File: src/rtl/cond_flag_pkg.sv
// Shared condition-code encodings, flag bit positions and the branch
// condition evaluator used by the flag/branch unit.
package cond_flag_pkg;

   localparam logic [3:0] COND_EQ = 4'd0;
   localparam logic [3:0] COND_NE = 4'd1;
   localparam logic [3:0] COND_GT = 4'd2;
   localparam logic [3:0] COND_LT = 4'd3;
   localparam logic [3:0] COND_GE = 4'd4;
   localparam logic [3:0] COND_LE = 4'd5;
   localparam logic [3:0] COND_OV = 4'd6;
   localparam logic [3:0] COND_AL = 4'd7;
   localparam logic [3:0] COND_CS = 4'd8;
   localparam logic [3:0] COND_CC = 4'd9;
   localparam logic [3:0] COND_MI = 4'd10;
   localparam logic [3:0] COND_PL = 4'd11;
   localparam logic [3:0] COND_RSV_LO = 4'd12;
   localparam logic [3:0] COND_RSV_HI = 4'd15;

   localparam int FLAG_N = 3;
   localparam int FLAG_Z = 2;
   localparam int FLAG_V = 1;
   localparam int FLAG_C = 0;

   function automatic logic cond_eval(input logic [3:0] cond, input logic [3:0] f);
      logic n, z, v, c, r;
      n = f[FLAG_N];
      z = f[FLAG_Z];
      v = f[FLAG_V];
      c = f[FLAG_C];
      case (cond)
         COND_EQ: r = z;
         COND_NE: r = ~z;
         COND_GT: r = ~z & ~n & ~v;
         COND_LT: r = n & ~v;
         COND_GE: r = ~n & ~v;
         COND_LE: r = (n & ~v) | z;
         COND_OV: r = v;
         COND_AL: r = 1'b1;
         COND_CS: r = c;
         COND_CC: r = ~c;
         COND_MI: r = n;
         COND_PL: r = ~n;
         default: r = 1'b0;  // reserved codes are never taken
      endcase
      return r;
   endfunction

endpackage

File: src/rtl/cond_flag_unit_flag_stack.sv
// LIFO of 4-bit flag snapshots for interrupt entry/exit, with a sticky
// error flag for illegal push/pop combinations.
module flag_stack #(
   parameter int DEPTH = 4
) (
   input  logic       clk,
   input  logic       rst_n,
   input  logic       push,
   input  logic       pop,
   input  logic [3:0] din,
   output logic [3:0] tos,
   output logic       pop_done,
   output logic       full,
   output logic       empty,
   output logic       err
);

   localparam int PTR_W = $clog2(DEPTH);
   localparam int CNT_W = PTR_W + 1;

   logic [CNT_W-1:0] cnt_reg, cnt_next;
   logic             err_reg, err_next;
   logic [3:0]       entry_reg [DEPTH];
   logic [PTR_W-1:0] top_idx;
   logic             push_ok;

   assign full     = (cnt_reg == CNT_W'(DEPTH));
   assign empty    = (cnt_reg == '0);
   assign err      = err_reg;
   assign push_ok  = push & ~pop & ~full;
   assign pop_done = pop & ~push & ~empty;
   assign top_idx  = PTR_W'(cnt_reg - CNT_W'(1));
   assign tos      = entry_reg[top_idx];

   always_comb begin
      cnt_next = cnt_reg;
      if (push_ok)
         cnt_next = cnt_reg + CNT_W'(1);
      else if (pop_done)
         cnt_next = cnt_reg - CNT_W'(1);
      err_next = err_reg | (push & pop) | (push & full) | (pop & empty);
   end

   always_ff @(posedge clk) begin
      if (!rst_n) begin
         cnt_reg <= '0;
         err_reg <= 1'b0;
      end else begin
         cnt_reg <= cnt_next;
         err_reg <= err_next;
      end
   end

   // Entry contents need no reset: a zero count makes them unreachable.
   generate
      for (genvar gi = 0; gi < DEPTH; gi++) begin : g_entry
         always_ff @(posedge clk) begin
            if (push_ok && (cnt_reg[PTR_W-1:0] == PTR_W'(gi)))
               entry_reg[gi] <= din;
         end
      end
   endgenerate

endmodule

File: src/rtl/cond_flag_unit.sv
// Flag register, branch-condition resolution with valid/ready result
// handshake, and interrupt flag save/restore.
module cond_flag_unit
   import cond_flag_pkg::*;
#(
   parameter int DATA_W      = 16,
   parameter int STACK_DEPTH = 4,
   parameter int FWD_EN      = 1
) (
   input  logic              clk,
   input  logic              rst_n,
   input  logic              flag_we,
   input  logic [DATA_W-1:0] alu_result,
   input  logic              alu_v,
   input  logic              alu_c,
   input  logic              br_valid,
   input  logic [3:0]        br_cond,
   output logic              br_ready,
   output logic              res_valid,
   output logic              res_taken,
   input  logic              res_ready,
   input  logic              push,
   input  logic              pop,
   output logic              stk_full,
   output logic              stk_empty,
   output logic              stk_err,
   output logic [3:0]        flags
);

   logic [3:0] flags_reg;
   logic [3:0] nxt_flags;
   logic [3:0] eff_flags;
   logic [3:0] stk_tos;
   logic       stk_pop_done;
   logic       res_valid_reg, res_taken_reg;
   logic       accept;

   assign nxt_flags = {alu_result[DATA_W-1], (alu_result == '0), alu_v, alu_c};
   assign eff_flags = ((FWD_EN != 0) && flag_we) ? nxt_flags : flags_reg;

   // A pop in flight owns the flag register, so branches stall that cycle.
   assign br_ready  = ~pop & (~res_valid_reg | res_ready);
   assign accept    = br_valid & br_ready;

   assign flags     = flags_reg;
   assign res_valid = res_valid_reg;
   assign res_taken = res_taken_reg;

   flag_stack #(
      .DEPTH (STACK_DEPTH)
   ) u_stack (
      .clk      (clk),
      .rst_n    (rst_n),
      .push     (push),
      .pop      (pop),
      .din      (eff_flags),
      .tos      (stk_tos),
      .pop_done (stk_pop_done),
      .full     (stk_full),
      .empty    (stk_empty),
      .err      (stk_err)
   );

   always_ff @(posedge clk) begin
      if (!rst_n) begin
         flags_reg     <= 4'b0000;
         res_valid_reg <= 1'b0;
         res_taken_reg <= 1'b0;
      end else begin
         if (stk_pop_done)
            flags_reg <= stk_tos;
         else if (flag_we)
            flags_reg <= nxt_flags;

         if (accept) begin
            res_valid_reg <= 1'b1;
            res_taken_reg <= cond_eval(br_cond, eff_flags);
         end else if (res_ready) begin
            res_valid_reg <= 1'b0;
         end
      end
   end

endmodule

File: config.mk
export PLATFORM = sky130hd
export DESIGN_NAME = cond_flag_unit
export DESIGN_NICKNAME = d
export VERILOG_FILES = /design/src/rtl/cond_flag_pkg.sv /design/src/rtl/cond_flag_unit_flag_stack.sv /design/src/rtl/cond_flag_unit.sv
export SDC_FILE = /design/constraint.sdc
export NUM_CORES = 1
export LEC_CHECK = 0
export CORE_MARGIN = 2
export CORE_UTILIZATION = 47
export DETAILED_ROUTE_END_ITERATION = 10
export PLACE_DENSITY = 0.82
export SLEW_MARGIN = 20
export SYNTH_ARGS = -nofsm -noshare
export SYNTH_HDL_FRONTEND = slang
export SYNTH_SLANG_ARGS = --single-unit
File: constraint.sdc
create_clock -name clk -period 3.03 [get_ports clk]
set_input_delay 0.606 -clock clk [delete_from_list [all_inputs] [get_ports clk]]
set_output_delay 0.606 -clock clk [all_outputs]
set_load 0.02 [all_outputs]
Word level (Yosys, flattened, before mapping)
Memories as Yosys holds them, arrays and structs flattened. Index checks and enable logic that the tools add are counted.

Memory bits (writable): 16. Input port bits: 29. Word-level logic and storage cells: 87. Flip-flop bits (word level): 10. Output and inout bits: 10. Memories kept: 1.

Eq/ne operators: 15. Bitwise gates (word level): 27. $add $sub $neg: 2. Multiplexer cells: 24. Reduce and logical (&&, ||, !) cells: 13.

Memory list: u_stack.entry_reg (words 4, bits a word 4, rd ports 1, clocked after memory_dff 0, write ports 1, RTL line cond_flag_unit_flag_stack.sv:23) `logic [3:0] entry_reg [DEPTH];`.

Operators with widths (number): two-way mux 4 bit (5); equality test 4 x 3 -> 1 bit, second input constant (4); equality test 4 bit, second input constant (4); logical NOT 16 bit (1); bitwise AND 1 bit (13); two-way mux 1 bit (13); case mux 1 bit (12 select lines) (1); OR reduction 4 bit (3); inverter 1 bit (9); equality test 4 x 2 -> 1 bit, second input constant (2); two-way mux 2 bit (3); two-way mux 3 bit (2); bitwise OR 1 bit (5); equality test 2 bit, second input constant (2); equality test 4 x 1 -> 1 bit, second input constant (1); logical AND 1 bit (4); logical NOT 4 bit (1); nonzero test 2 bit (2); adder 3 x 1 -> 3 bit, second input constant (1); equality test 3 bit, second input constant (1); logical NOT 3 bit (1); subtractor 3 x 1 -> 3 bit, second input constant (1); equality test 2 x 1 -> 1 bit, second input constant (1); logical NOT 2 bit (1).

Longest topological paths before layout
Gate-level depths: netlist (run 1).

Depth in word-level cells: 10. Mapped depth: 9. Depth with buffers taken out: 8.

Cells and area by module
Synthesis (run 1) repeated with hierarchy kept, for this count alone.

Cell total of the unflattened synthesis: 112. Area, all modules: 1385.1 um^2.

By module, submodules not included: flag_stack (instances 1, area an instance 890.9 um^2, cells each 53, sequential area each 560.5 um^2); cond_flag_unit (instances 1, area an instance 494.2 um^2, cells each 59, sequential area each 120.1 um^2).

Worst setup path after synthesis (run 1)
No wires, ideal clock.

Path type: register to register. From: register u_stack.cnt_reg[0]. To: register u_stack.cnt_reg[1]. Period minus slack after synthesis: 2.223 ns. Data required time: 2.970 ns. Arrival: 2.163 ns. Cell stages (with the launch flop): 10. Library setup time: 0.060 ns. Path slack: 0.807 ns. Path buffers: 1. Cell sequence: dfxtp_1 -> clkbuf_1 -> inv_1 -> ha_1 -> ha_1 -> or3b_2 -> nor2_1 -> nor2_1 -> o21ai_0 -> and3_1.

Cells in the longest elaborated chain, start to end: 4. Elaborated cells on any way between the ends: 11. Those cells by class: add/sub (2); eq/ne (1); mux (2); bitwise (4); reduce/logical (2).

Ends and longest elaborated chain: from (decl) (RTL line cond_flag_unit_flag_stack.sv:21) `logic [CNT_W-1:0] cnt_reg, cnt_next;`; from (signal assigned) (RTL line cond_flag_unit_flag_stack.sv:49) `cnt_reg <= cnt_next;`; logical NOT 3 bit (RTL line cond_flag_unit_flag_stack.sv:28) `assign empty = (cnt_reg == '0);`; named net stk_empty (RTL line cond_flag_unit.sv:25) `output logic stk_empty,`; inverter 1 bit (RTL line cond_flag_unit_flag_stack.sv:31) `assign pop_done = pop & ~push & ~empty;`; bitwise AND 1 bit (RTL line cond_flag_unit_flag_stack.sv:31); nonzero test 2 bit (no line).

The timed path passes the listed nets, and every way through them passes these cells. The select of a mux whose other input is x is not followed. A chain may end at the register's enable or synchronous reset.

Worst setup path after layout (run 1)
From: register u_stack.cnt_reg[0]. To: output port stk_empty.

Cells in the longest elaborated chain, start to end: 1.

Ends and longest elaborated chain (RTL line): logical NOT 3 bit (cond_flag_unit_flag_stack.sv:28); to (decl) (cond_flag_unit.sv:25).

Every way passes these cells.

==> flow_summary_export.csv, run 1 <==
group,metric,value,unit
sta,fmax,367,MHz
layout,final_net_count,199,
sta,finalSetupTns,0,ps
synth,synth_enable_flop_cells,16,
placed_design,port_buffers,38,
layout,antenna_cells,0,
synth,netlist_area,1430,um2
placed_design,gp_congestion,0.804,
power_and_ir_drop,share_comb_of_total_power,0.243,
layout,nFillCells,263,
layout,final_common_cell,"clkdlybuf4s50_1",
synth,yosysWarnings,0,
drt,via_count,1144,
sta,tightest_slew,547,ps
die,die-area,3510,um2
hold_path,holdCritPathClass,"flip-flop to flip-flop",
global_route,grt_max_degree,16,
critical_path,path_max_fanout,9,
die,fp.dieW,59.2,um
sta,setup_viol,0,
drt,wl_per_cell,16.2,um
sta,slew_violations,0,
cts,clock_latency,310,ps
global_route,grt-ovfl-total,0,
synth,synthCells,126,
synth,ys_ff_latch,26,
power_and_ir_drop,switchingPower,214,uW
power_and_ir_drop,switching_share,0.250,
global_route,antenna_found_initial,0,
sta,period_share,0.900,
layout,area_delta_synth_final,31.0,%
sta,skew,0.985,ps
cts,clk_pin_slew_worst_paths,140,ps
critical_path,worstSetupEndpointType,"primary output",
die,rows,20,
layout,finalNonFillerCells,196,
layout,final_cell_mix,"clkdlybuf4s50_1 (38), edfxtp_1 (16), nor2_1 (13)",
die,dieHeight,59.2,um
synth,ys_seq_area_frac,0.475,
critical_path,critPathKind,"flip-flop to primary output",
cts,cts_root_buf,"clkbuf_4",
critical_path,cp.arrival,2120,ps
cts,cts_tree,"done",
global_route,grt_pass1_wl,5200,um
synth,async_flop_share,0,
run_status,status,"complete, no violations",
cts,hold_buffers,0,
drt,drt-vias-per-instance,5.84,
global_route,grt_pass1_vias,1193,
cts,h-tree-depth,1,
sta,slew-limit-headroom,0.634,
synth,synth.net_count,161,
layout,drive_above_1_share,0.110,
power_and_ir_drop,ir_drop,0.000350,V
cts,cts-resized-gates,0,
drt,first_pass_iters,4,
sta,period_needed,2730,ps
die,start_util,0.481,
drt,drc,0,
global_route,grt_use_total,0.198,
placed_design,place_hpwl,2460,um
die,io_pins,39,
critical_path,crit_path_start_kind,"flip-flop",
cts,cts.sinks,26,
cts,ctsLongestPathBuffers,2,
power_and_ir_drop,seqPwrFrac,0.482,
cts,cts_setup_buffers,0,
drt,drt_wl_total,3180,um
die,fp.coreArea,2980,um2
placed_design,dp.cells,192,
sta,finalHoldViolCount,0,
power_and_ir_drop,p_clk_frac,0.275,
synth,yosys_most_used_dff,"edfxtp_1",
power_and_ir_drop,p_int,642,uW
power_and_ir_drop,p_per_area,456,nW/um2
cts,numCtsBuffers,3,
drt,drtAntennaViolNets,0,
synth,syn_avg_cell_area,11.4,um2
job,max-cap-violations,0,
synth,synth.distinct_cells,40,
drt,drt-initial-drc-count,47,
critical_path,required,2420,ps
layout,largest_reg_flops,16,
sta,rsz0062_at_grt,"false",
power_and_ir_drop,leakagePower,0.000673,uW
-- logic make-up (layout without fill, tap and decap cells) --
group | count (synthesis) | in the layout | synth area share
compound gates | 20 | 20 | 0.102
xor+xnor | 1 | 1 | 0.00611
fa+ha+maj | 6 | 6 | 0.0524
buf+inv | 9 | 46 | 0.0341
flops | 26 | 26 | 0.475
mux | 9 | 9 | 0.110
simple gates | 55 | 55 | 0.220
-- final timing paths --
kind	from	endpoint	slack, ps	cells after the start
worst min register to register	u_stack.err$_SDFF_PN0_	u_stack.err$_SDFF_PN0_	490	1
worst max register to register	u_stack.cnt_reg[0]$_SDFFE_PN0P_	u_stack.cnt_reg[1]$_SDFFE_PN0P_	690	8
worst max-delay path	u_stack.cnt_reg[0]$_SDFFE_PN0P_	stk_empty	300	4
worst min-delay path	u_stack.err$_SDFF_PN0_	u_stack.err$_SDFF_PN0_	490	1
-- stage by stage --
stage	instance area [um2]	utilization	hold WS, ps	setup slack (ps)	power (uW)
after detailed placement	1820	0.613	456	261	627
after floorplan	1430	-	523	807	539
final	1880	0.630	486	303	855
after global placement	1820	0.613	452	384	619
after global routing	1880	0.630	524	166	894
after CTS	1880	0.630	493	270	861
-- metal layers --
| metal | vias to the layer above | global-route usage | share of wire |
|---|---|---|---|
| li1 | 557 | - | - |
| met1 | 537 | 0.236 | 0.43 |
| met2 | 48 | 0.359 | 0.49 |
| met3 | 2 | 0.0349 | 0.066 |
| met4 | 0 | 0.0584 | 0.0060 |
| met5 | - | 0 | 0 |
-- Yosys cell counts (2+ instances only) --
master,number,area share
a21oi_1,6,0.021
and3_1,7,0.031
nor4_1,5,0.022
dfxtp_1,10,0.14
nand2_1,6,0.016
o21ai_0,2,0.0070
ha_1,6,0.052
edfxtp_1,16,0.34
mux4_2,5,0.079
mux2_2,4,0.031
inv_1,3,0.0079
nor3b_1,4,0.021
and2_1,2,0.0087
clkbuf_1,3,0.0079
nor2_1,13,0.034
nand2b_1,2,0.0087
buf_4,2,0.010
or3_1,3,0.013
o21a_1,2,0.010
nor3_1,5,0.017
-- critical path: stages (launching register included) --
cell             delay, ps
dfxtp_1                610
inv_1                  130
ha_1                   260
ha_1                   250
clkdlybuf4s50_1        550
-- area by class of cell --
cell class              count  area, um2  share of cell area
well taps                  33       41.3              0.0220
inverters                   3       11.3             0.00600
repair buffers             39        388               0.207
multi-input cells          91        703               0.375
flip-flops and latches     26        681               0.363
clock inverters             1       30.0              0.0160
clock buffers               3       22.5              0.0120
-- power by group through the flow --
stage          combinational [uW]  clock [uW]  sequential (uW)
5_1_grt                       226         252              416
3_5_place_dp                  206           0              421
6_report                      208         235              412
4_1_cts                       208         241              413
3_3_place_gp                  200           0              419
2_1_floorplan                 116           0              422
Power figures use the tool's default switching activity.
==> run 2: changes to the inputs <==
Settings changed: CORE_ASPECT_RATIO from default to 0.8, GPL_ROUTABILITY_DRIVEN from default to 0.
==> flow_summary_export.csv, run 2 (synthesized netlist as in run 1, its figures left out) <==
group,metric,value,unit
cts,cts-resized-gates,0,
sta,finalSetupTns,0,ps
sta,period_share,0.894,
critical_path,path_max_fanout,9,
global_route,gr-usage-met3,0.0532,
die,start_util,0.506,
cts,hold_buffers,0,
critical_path,crit_path_start_kind,"flip-flop",
global_route,top_usage_layer,"met2",
cts,clk_pin_slew_worst_paths,80,ps
placed_design,dp.cells,196,
sta,period_needed,2710,ps
power_and_ir_drop,ir_drop,0.000536,V
layout,final_common_cell,"clkdlybuf4s50_1",
sta,setup_viol,0,
power_and_ir_drop,leakagePower,0.000676,uW
critical_path,critPathKind,"flip-flop to primary output",
drt,drt_wl_total,3290,um
global_route,grt.met2_usage,0.348,
critical_path,cp.arrival,2100,ps
placed_design,place_hpwl,2520,um
sta,slew_violations,0,
layout,utilization,0.670,
die,io_pins,39,
job,max-cap-violations,0,
layout,area_delta_synth_final,32.2,%
die,fp.dieW,65.7,um
drt,via_count,1148,
sta,slew-limit-headroom,0.615,
global_route,grt_use_met1,0.263,
cts,h-tree-depth,1,
layout,nFillCells,208,
power_and_ir_drop,p_per_area,478,nW/um2
run_status,status,"complete, no violations",
drt,drc,0,
placed_design,post-place-ws,223,ps
layout,drive_above_1_share,0.105,
drt,drt-initial-drc-count,61,
drt,first_pass_iters,4,
sta,tightest_slew,575,ps
drt,drtAntennaViolNets,0,
layout,finalNonFillerCells,200,
sta,rsz0062_at_grt,"false",
die,fp.coreArea,2830,um2
global_route,grt_pass1_wl,5260,um
drt,wl_per_cell,16.4,um
layout,final_net_count,198,
cts,cts_root_buf,"clkbuf_8",
die,rows,17,
layout,final_cell_mix,"clkdlybuf4s50_1 (38), edfxtp_1 (16), nor2_1 (13)",
cts,ctsLongestPathBuffers,2,
sta,skew,3.60,ps
global_route,grt_use_total,0.205,
layout,largest_reg_flops,16,
global_route,grt_pass1_vias,1090,
critical_path,worstSetupEndpointType,"primary output",
sta,finalHoldViolCount,0,
placed_design,place_area,1820,um2
placed_design,port_buffers,38,
die,dieHeight,53.4,um
cts,clock_latency,270,ps
global_route,grt_max_degree,16,
sta,fmax,369,MHz
global_route,antenna_found_initial,0,
drt,drt-vias-per-instance,5.74,
layout,final_area,1890,um2
cts,numCtsBuffers,3,
cts,cts.sinks,26,
global_route,grt-ovfl-total,0,
sta,worst_slack,322,ps
cts,cts_tree,"done",
cts,cts_setup_buffers,0,
critical_path,required,2420,ps
die,die-area,3510,um2
layout,antenna_cells,0,
hold_path,holdCritPathClass,"flip-flop to flip-flop",
-- run 2: changes by cell type in the layout (fill, tap and decap cells not counted) --
cell / previous run / this run
clkbuf_8: 0 / 3
buf_4: 1 / 0
clkbuf_4: 3 / 0
-- run 2: power breakdown --
| group | switching, uW | internal, uW |
|---|---|---|
| sequential | 18.0 | 396 |
| combinational | 97.9 | 111 |
| clock | 105 | 177 |
| total | 221 | 684 |
-- run 2: layout make-up --
type	instances	area, um2	share of cell area
repair buffers	38	380	0.201
well taps	38	47.5	0.0251
flip-flops and latches	26	681	0.359
clock buffers	3	41.3	0.0218
multi-input cells	91	703	0.371
clock inverters	1	30.0	0.0159
inverters	3	11.3	0.00594
-- run 2: path summary, 6_finish.rpt --
path,slack (ps),from,endpoint,depth (start not counted)
worst min-delay path,490,u_stack.err$_SDFF_PN0_,u_stack.err$_SDFF_PN0_,1
worst min register to register,490,u_stack.err$_SDFF_PN0_,u_stack.err$_SDFF_PN0_,1
worst max-delay path,320,u_stack.cnt_reg[0]$_SDFFE_PN0P_,stk_empty,4
worst max register to register,690,u_stack.cnt_reg[0]$_SDFFE_PN0P_,u_stack.cnt_reg[1]$_SDFFE_PN0P_,8
-- run 2: metrics by stage --
step | hold slack [ps] | power [uW]
2_1_floorplan | 523 | 539
3_3_place_gp | 450 | 619
3_5_place_dp | 466 | 630
4_1_cts | 491 | 908
5_1_grt | 515 | 940
6_report | 486 | 905
-- run 2: worst max-delay path, cell delays in order (launching register included) --
cell and delay (ps):
dfxtp_1 620, inv_1 130, ha_1 270, ha_1 250
clkdlybuf4s50_1 560
-- run 2: per-layer routing --
layer,part of all wire,vias up
li1,-,552
met1,0.44,552
met2,0.50,40
met3,0.047,4
met4,0.014,0
met5,0,-
